### src/rtl/fifo_sched_pkg.sv
// Shared types and helpers for the FIFO read scheduler.
package fifo_sched_pkg;

  localparam int unsigned MAX_ID_WIDTH = 4;

  typedef enum logic {
    IDLE  = 1'b0,
    BURST = 1'b1
  } state_e;

  typedef struct packed {
    logic                    valid;
    logic [MAX_ID_WIDTH-1:0] id;
    logic                    last;
  } tag_t;

  function automatic int unsigned id_width(input int unsigned n);
    return (n <= 2) ? 1 : $clog2(n);
  endfunction

endpackage

### src/rtl/rr_arbiter.sv
// Combinational round-robin picker: first eligible index at or after ptr, wrapping.
module rr_arbiter #(
  parameter int unsigned N     = 4,
  parameter int unsigned IDX_W = 2
) (
  input  logic [N-1:0]     eligible,
  input  logic [IDX_W-1:0] ptr,
  output logic [N-1:0]     winner_c,
  output logic [IDX_W-1:0] winner_idx_c,
  output logic             any_c
);

  logic [IDX_W:0]   sum;
  logic [IDX_W-1:0] cand;

  always_comb begin
    winner_c     = '0;
    winner_idx_c = '0;
    any_c        = 1'b0;
    sum          = '0;
    cand         = '0;
    for (int unsigned i = 0; i < N; i++) begin
      sum = {1'b0, ptr} + (IDX_W+1)'(i);
      if (sum >= (IDX_W+1)'(N)) begin
        sum = sum - (IDX_W+1)'(N);
      end
      cand = sum[IDX_W-1:0];
      if (!any_c && eligible[cand]) begin
        any_c          = 1'b1;
        winner_c[cand] = 1'b1;
        winner_idx_c   = cand;
      end
    end
  end

endmodule

### src/rtl/fifo_read_sched.sv
// Round-robin burst scheduler owning the read port of a single FIFO;
// tags returning read data with requester id and last-word flag.
module fifo_read_sched
  import fifo_sched_pkg::*;
#(
  parameter  int unsigned NUM_REQ    = 4,
  parameter  int unsigned ADDR_WIDTH = 13,
  parameter  int unsigned DATA_WIDTH = 16,
  parameter  int unsigned LATENCY    = 2,
  parameter  int unsigned LEN_WIDTH  = 8,
  localparam int unsigned ID_WIDTH   = id_width(NUM_REQ)
) (
  input  logic                         clk,
  input  logic                         reset_n,
  input  logic [NUM_REQ-1:0]           req,
  input  logic [NUM_REQ*LEN_WIDTH-1:0] req_len,
  output logic [NUM_REQ-1:0]           grant,
  output logic [NUM_REQ-1:0]           done,
  output logic                         fifo_ord,
  input  logic [ADDR_WIDTH:0]          fifo_full_count,
  input  logic [DATA_WIDTH-1:0]        fifo_odata,
  input  logic                         fifo_odata_valid,
  input  logic                         fifo_underflow,
  output logic [DATA_WIDTH-1:0]        out_data,
  output logic                         out_valid,
  output logic [ID_WIDTH-1:0]          out_id,
  output logic                         out_last,
  output logic                         err
);

  localparam int unsigned CNT_W = ADDR_WIDTH + 1;
  localparam int unsigned CMP_W = (LEN_WIDTH > CNT_W) ? LEN_WIDTH : CNT_W;

  state_e               state_q, state_d;
  logic [LEN_WIDTH-1:0] cnt_q, cnt_d;
  logic [ID_WIDTH-1:0]  ptr_q, ptr_d;
  logic [ID_WIDTH-1:0]  id_q, id_d;
  logic [NUM_REQ-1:0]   grant_q, grant_d;
  logic                 ord_q, ord_d;
  logic                 err_q, err_d;
  tag_t                 pipe_q [LATENCY];
  tag_t                 pipe_d [LATENCY];
  tag_t                 tag_out;

  logic [LEN_WIDTH-1:0] len_arr [NUM_REQ];
  logic [NUM_REQ-1:0]   eligible;
  logic [NUM_REQ-1:0]   win_onehot;
  logic [ID_WIDTH-1:0]  win_idx;
  logic                 win_any;

  // A request is eligible only if the whole burst is already readable.
  always_comb begin
    eligible = '0;
    for (int unsigned i = 0; i < NUM_REQ; i++) begin
      len_arr[i]  = req_len[i*LEN_WIDTH +: LEN_WIDTH];
      eligible[i] = req[i] && (len_arr[i] != '0) &&
                    (CMP_W'(len_arr[i]) <= CMP_W'(fifo_full_count));
    end
  end

  rr_arbiter #(
    .N     (NUM_REQ),
    .IDX_W (ID_WIDTH)
  ) u_arb (
    .eligible     (eligible),
    .ptr          (ptr_q),
    .winner_c     (win_onehot),
    .winner_idx_c (win_idx),
    .any_c        (win_any)
  );

  always_comb begin
    state_d = state_q;
    cnt_d   = cnt_q;
    ptr_d   = ptr_q;
    id_d    = id_q;
    grant_d = '0;
    ord_d   = 1'b0;
    unique case (state_q)
      IDLE: begin
        if (win_any) begin
          state_d = BURST;
          cnt_d   = len_arr[win_idx] - LEN_WIDTH'(1);
          ptr_d   = (win_idx == ID_WIDTH'(NUM_REQ - 1)) ? '0 : win_idx + ID_WIDTH'(1);
          id_d    = win_idx;
          grant_d = win_onehot;
          ord_d   = 1'b1;
        end
      end
      BURST: begin
        if (cnt_q == '0) begin
          state_d = IDLE;
        end else begin
          cnt_d = cnt_q - LEN_WIDTH'(1);
          ord_d = 1'b1;
        end
      end
      default: state_d = IDLE;
    endcase
  end

  // Tag pipeline tracks each read through the FIFO's fixed latency.
  always_comb begin
    pipe_d[0].valid = ord_q;
    pipe_d[0].id    = MAX_ID_WIDTH'(id_q);
    pipe_d[0].last  = ord_q && (cnt_q == '0);
    for (int unsigned i = 1; i < LATENCY; i++) begin
      pipe_d[i] = pipe_q[i-1];
    end
  end

  assign tag_out = pipe_q[LATENCY-1];
  assign err_d   = err_q || fifo_underflow || (fifo_odata_valid != tag_out.valid);

  always_ff @(posedge clk or negedge reset_n) begin
    if (!reset_n) begin
      state_q <= IDLE;
      cnt_q   <= '0;
      ptr_q   <= '0;
      id_q    <= '0;
      grant_q <= '0;
      ord_q   <= 1'b0;
      err_q   <= 1'b0;
      for (int unsigned i = 0; i < LATENCY; i++) begin
        pipe_q[i] <= '0;
      end
    end else begin
      state_q <= state_d;
      cnt_q   <= cnt_d;
      ptr_q   <= ptr_d;
      id_q    <= id_d;
      grant_q <= grant_d;
      ord_q   <= ord_d;
      err_q   <= err_d;
      for (int unsigned i = 0; i < LATENCY; i++) begin
        pipe_q[i] <= pipe_d[i];
      end
    end
  end

  always_comb begin
    done = '0;
    for (int unsigned i = 0; i < NUM_REQ; i++) begin
      done[i] = tag_out.valid && tag_out.last && (tag_out.id == MAX_ID_WIDTH'(i));
    end
  end

  assign grant     = grant_q;
  assign fifo_ord  = ord_q;
  assign err       = err_q;
  assign out_data  = fifo_odata;
  assign out_valid = fifo_odata_valid;
  assign out_id    = tag_out.valid ? tag_out.id[ID_WIDTH-1:0] : '0;
  assign out_last  = tag_out.valid && tag_out.last;

endmodule
### config.mk
export PLATFORM = sky130hd
export DESIGN_NAME = fifo_read_sched
export DESIGN_NICKNAME = d
export VERILOG_FILES = /design/src/rtl/fifo_sched_pkg.sv /design/src/rtl/rr_arbiter.sv /design/src/rtl/fifo_read_sched.sv
export SDC_FILE = /design/constraint.sdc
export NUM_CORES = 1
export LEC_CHECK = 0
export CORE_ASPECT_RATIO = 1.25
export CORE_MARGIN = 2
export CORE_UTILIZATION = 51
export CTS_BUF_LIST = sky130_fd_sc_hd__clkbuf_8 sky130_fd_sc_hd__clkbuf_16
export CTS_CLUSTER_SIZE = 24
export DETAILED_ROUTE_END_ITERATION = 6
export PLACE_DENSITY = 0.95
export SLEW_MARGIN = 20
export SYNTH_ARGS = -nofsm -noshare
export SYNTH_HDL_FRONTEND = slang
export SYNTH_SLANG_ARGS = --single-unit
### constraint.sdc
create_clock -name clk -period 9 [get_ports clk]
set_input_delay 1.8 -clock clk [delete_from_list [all_inputs] [get_ports clk]]
set_output_delay 1.8 -clock clk [all_outputs]
set_load 0.03 [all_outputs]
Word-level counts from Yosys, hierarchy flattened
Index checks and enable logic that the tools add are counted.

Output and inout port bits: 30. Bits in registers: 26.

Bitwise gates (word level): 5. $add $sub $neg: 10. $lt $le $gt $ge: 17. Multiplexer cells: 45. Reductions and logical operators: 34. Equality and inequality tests: 7.

Operators by type and width (number): <= comparator 8 x 14 -> 1 bit (4); two-way mux 8 bit (4); nonzero test 8 bit (4); two-way mux 4 bit (6); logical AND 1 bit (21); two-way mux 2 bit (10); binary-select mux 8 bit (select 2 bit) (1); one-hot mux 8 bit (2 select lines) (1); subtractor 8 x 1 -> 8 bit, second input constant (2); two-way mux 1 bit (14); >= comparator 3 bit, second input constant (4); less-than comparator 2 x 3 -> 1 bit, second input constant (4); OR 4 bit (3); binary-select mux 1 bit (select 2 bit) (4); demux 1 bit (select 2 bit) (4); >= comparator 2 x 1 -> 1 bit, second input constant (4); zero test 8 bit (1); subtractor 2 x 1 -> 2 bit, second input constant (4); adder 2 x 2 -> 3 bit, second input constant (2); equality test 2 bit, second input constant (3); zero test 4 bit (1); AND reduction 2 bit (2); adder 2 x 1 -> 3 bit, second input constant (1); >= comparator 2 x 3 -> 1 bit, second input constant (1); 10 further kinds (13).

Longest topological paths before layout
Depth in word-level cells: 22. Mapped depth: 19. Gate-level depth less buffers: 17.

By module
A second synthesis with hierarchy kept.

Cell total of the unflattened synthesis: 307. Area total of the unflattened synthesis: 2822.7 µm².

By module, submodules not included: fifo_read_sched (area an instance 2401.1 µm², instances 1, cells each 262); rr_arbiter (area an instance 421.7 µm², instances 1, cells each 45).

Worst setup path after synthesis
No wires, ideal clock.

Kind: input-to-reg. From: input fifo_full_count[5]. To: register cnt_q[4]. Cell stages on the path: 19. Arrival time: 5.466 ns. Path slack: 3.431 ns. Path buffers: 2. Setup time: 0.104 ns. Path through: inv_1 ha_1 a211o_1 a21oi_1 a311oi_2 nand2b_1 mux4_2 nor2_1 o32a_1 buf_4 buf_6 mux2i_1 a222oi_1 inv_1 ha_1 inv_1 nor3_1 xnor2_1 a221oi_1.

Word-level cells in the longest chain between the ends: 21. Elaborated cells on any way between the ends: 39. Those cells by class: add/sub: 1; order compare: 4; eq/ne: 1; mux: 21; bitwise: 1; reduce/logical: 11.

RTL lines: start, declared (RTL line fifo_read_sched.sv:20) `input logic [ADDR_WIDTH:0] fifo_full_count,`; <= comparator 8 x 14 -> 1 bit (RTL line fifo_read_sched.sv:57) `(CMP_W'(len_arr[i]) <= CMP_W'(fifo_full_count));`; logical AND 1 bit (RTL line fifo_read_sched.sv:56) `eligible[i] = req[i] && (len_arr[i] != '0) &&`; binary-select mux 1 bit (select 2 bit) (RTL line rr_arbiter.sv:28) `if (!any_c && eligible[cand]) begin`; two-way mux 1 bit (not written as such) (RTL line rr_arbiter.sv:28); two-way mux 1 bit (RTL line rr_arbiter.sv:28); zero test 1 bit (RTL line rr_arbiter.sv:28); logical AND 1 bit (RTL line rr_arbiter.sv:28); two-way mux 1 bit (RTL line rr_arbiter.sv:28); [... 4 more ...]; logical AND 1 bit (RTL line rr_arbiter.sv:28); two-way mux 2 bit (RTL line rr_arbiter.sv:28); inverter 2 -> 3 bit (not written as such) (RTL line fifo_read_sched.sv:83) `cnt_d = len_arr[win_idx] - LEN_WIDTH'(1);`; binary-select mux 8 bit (select 2 bit) (RTL line fifo_read_sched.sv:83); two-way mux 8 bit (not written as such) (2 in a row) (RTL line fifo_read_sched.sv:83); subtractor 8 x 1 -> 8 bit (RTL line fifo_read_sched.sv:83); two-way mux 8 bit (RTL line fifo_read_sched.sv:81) `if (win_any) begin`; one-hot mux 8 bit (2 select lines) (RTL line fifo_read_sched.sv:79) `unique case (state_q)`; end signal, assigned (RTL line fifo_read_sched.sv:129) `cnt_q <= cnt_d;`; end, declared (RTL line fifo_read_sched.sv:35) `logic [LEN_WIDTH-1:0] cnt_q, cnt_d;`.

Parallel ways exist; a longest one is shown, timed or not. The select of a mux whose other input is x is not followed. A chain may end at the register's enable or synchronous reset.

Worst setup path after layout
From: input fifo_full_count[5]. To: register cnt_q[7].

The elaborated chain is that of the path after synthesis.

==> flow_metrics.tcl <==
set metrics [dict create \
    p_sw_share_pct 40.7 \
    layout_min_cycle_time_ns 6.80 \
    clkPwrFrac_pct 13.2 \
    worstRegToRegCells 12 \
    synthTopCellsByCount "41 x ha_1, 30 x nand2_1, 26 x dfrtp_1" \
    slew_headroom_pct 42.8 \
    combPwrFrac_pct 53.1 \
    ys_types 76 \
    place.gp.congestion 0.927 \
    final.setup.tns_ns 0 \
    hp-class "reg -> reg" \
    rsz0062_at_grt "false" \
    worstHoldStart "pipe_d[5]" \
    core_area_mm2 0.00582 \
    layout.nets 509 \
    cts_made_buffers 3 \
    crit_type "in -> reg" \
    startpoint_type "input port" \
    port_buffers 67 \
    layout_setup_ws_ns 2.20 \
    antenna_found_initial 0 \
    dp_worst_setup_slack_ns 1.97 \
    yosys.area.top_type "dfrtp_1" \
    place_hpwl_um 7310 \
    syn_nets 464 \
    grt_pass1_vias 2914 \
    fin_cells 462 \
    synth-seq-cells 26 \
    cts_resized 0 \
    via_per_inst 6.47 \
    tightest_slew_ns 0.857 \
    cts_setup_buffers 0 \
    gr-total-overflow 0 \
    vias 2991 \
    clock_path_buffers 2 \
    grtUsageTotal_pct 26.5 \
    arrival_ns 6.95 \
    remaining_drc_errors 0 \
    seq_area_frac_synth_pct 21.0 \
    clock-root-buffer "clkbuf_8" \
    clock_latency_ns 0.26 \
    rows 31 \
    synth_cells 353 \
    cpPeakStageDelay_ns 0.81 \
    timing.rr.end "cnt_q[7]" \
    post-route-util_pct 63.8 \
    synth_top_area_share_pct 21.0 \
    whs_endpoint "pipe_q[5]" \
    final_layout_size_suffix_gt1_share_pct 8.08 \
    cts_max_level 1 \
    drtIter0Drc 261 \
    slew_viol_final 0 \
    worst_clock_skew_ns 0.00190 \
    die_area_mm2 0.00672 \
    status "finished, final reports clean" \
    grt_pass1_wl_um 14000 \
    synth.top_cells.by_area "dfrtp_1 21%, ha_1 17%, mux2i_1 4.5%" \
    dieHeight_um 91.2 \
    power_uw 467 \
    cts_tree "done" \
    ant_nets 0 \
    wl_per_cell_um 19.2 \
    syn-cell-area_mm2 0.00310 \
    clock_sink_count 26 \
    path_common_cell "a21oi_1" \
    cp_cell_sequence "clkdlybuf4s50_1 > inv_1 > ha_1 > a211o_1 > a21oi_1 > a311oi_2 > nand2b_1 > mux4_2 > nor2_1 > o32a_1 > mux2i_1 > o221ai_1 > nor4_1 > a21oi_1 > a311o_1" \
    internal_power_uw 277 \
    start_util_pct 53.3 \
    hold_path_depth 0 \
    cts.clk_slew.worst_paths_ns 0.08 \
    syn_area_per_cell_um2 8.78 \
    synth.most_common_cell "ha_1" \
    reg2reg_from "ptr_q[0]" \
    diodes 0 \
    placedCellCount 459 \
    crit_slowest_cell "o32a_1" \
    synth_ff_type "dfrtp_1" \
    io_pins 100 \
    hold_viol 0 \
    fmax_ghz 0.147 \
    power.density_mw_per_mm2 126 \
    synthArstFlopShare_pct 100 \
    die_w_um 73.7 \
    period_share_pct 75.6 \
    power_frac_seq_pct 33.7 \
    p_leak_nw 1.59 \
    drt-total-wl_um 8860 \
    reg2reg_slack_ns 3.84 \
    switchingPower_uw 190 \
    synth_edf_count 0 \
    crit_path_max_fanout 15 \
    crit_path_end_kind "flip-flop" \
    max-vdd-ir-drop_v 0.0000554 \
    yosysWarningCount 0 \
    drt_pre_antenna_iters 5 \
    syn_to_final_growth_pct 19.7 \
    grt_max_degree 27 \
    drv_cap 0 \
    setup_viol 0 \
    postCtsHoldBufs 0 \
    required_ns 9.14 \
]
==> flip-flops by register name (all words and copies together) (netlist names) <==
signal	cells
cnt_q	8
grant	4
pipe_d	4
pipe_q	4
id_q	2
ptr_q	2
err	1
fifo_ord	1
==> critical path, delay by kind of cell <==
family,cells,cell delay (ns)
and+or+nand+nor,3,1.19
AOI/OAI and AO/OA,7,2.18
adders and majority gates,1,0.34
muxes,2,0.87
buffers and inverters,2,0.55
==> per-stage QoR <==
stage,hold WS [ns],cell area (um2)
after floorplan,0.331,3100
after global placement,0.336,3670
after detailed placement,0.341,3670
after CTS,0.359,3720
after global routing,0.372,3710
final,0.356,3710
==> layout make-up <==
cell class / instances / area, um2
multi-input cells: 277 / 2180
fillers: 486 / 2110
repair buffers: 67 / 666
flip-flops and latches: 26 / 651
inverters: 23 / 86.3
well taps: 66 / 82.6
clock buffers: 3 / 41.3
==> routing by layer <==
metal | routed length (um) | global-route usage, %
met4 | 263 | 10.3
met1 | 3540 | 31.7
met5 | 0 | 0
met2 | 4580 | 47.6
met3 | 477 | 1.89
==> power by group through the flow <==
stage / Sequential [mW] / Clock [mW] / Combinational (mW)
after floorplan: 0.150 / 0 / 0.190
after global placement: 0.158 / 0 / 0.236
after detailed placement: 0.159 / 0 / 0.243
after CTS: 0.157 / 0.0619 / 0.244
after global routing: 0.159 / 0.0669 / 0.270
final: 0.158 / 0.0616 / 0.248
==> layout by cell type, fill, tap and decap left out, types with 6 or more instances in the layout <==
master	Yosys	final
mux2i_1	14	14
ha_1	41	41
nor2_1	18	18
nor3_1	7	7
xnor2_1	6	6
clkdlybuf4s50_1	0	66
nor4_1	10	10
nand4_1	8	8
dfrtp_1	26	26
nand2_1	30	30
inv_1	22	22
a21oi_1	19	19
o21ai_0	7	7
==> how the worst max path moves through the flow <==
stage                     slack, ns                from        to
after floorplan                3.43  fifo_full_count[5]  cnt_q[4]
after global placement         2.21  fifo_full_count[5]  cnt_q[4]
after detailed placement       1.97  fifo_full_count[5]  cnt_q[4]
after CTS                      2.23  fifo_full_count[5]  cnt_q[4]
after global routing           1.83  fifo_full_count[5]  cnt_q[4]
final                          2.20  fifo_full_count[5]  cnt_q[7]
==> cell families after synthesis <==
logic type,synth area share [%]
and+or+nand+nor,20.8
muxes,6.46
AOI/OAI and AO/OA,24.7
adders and majority gates,16.6
xor gates and xnor gates,1.98
buffers and inverters,8.52
DFF,21.0
Power figures use the tool's default switching activity.
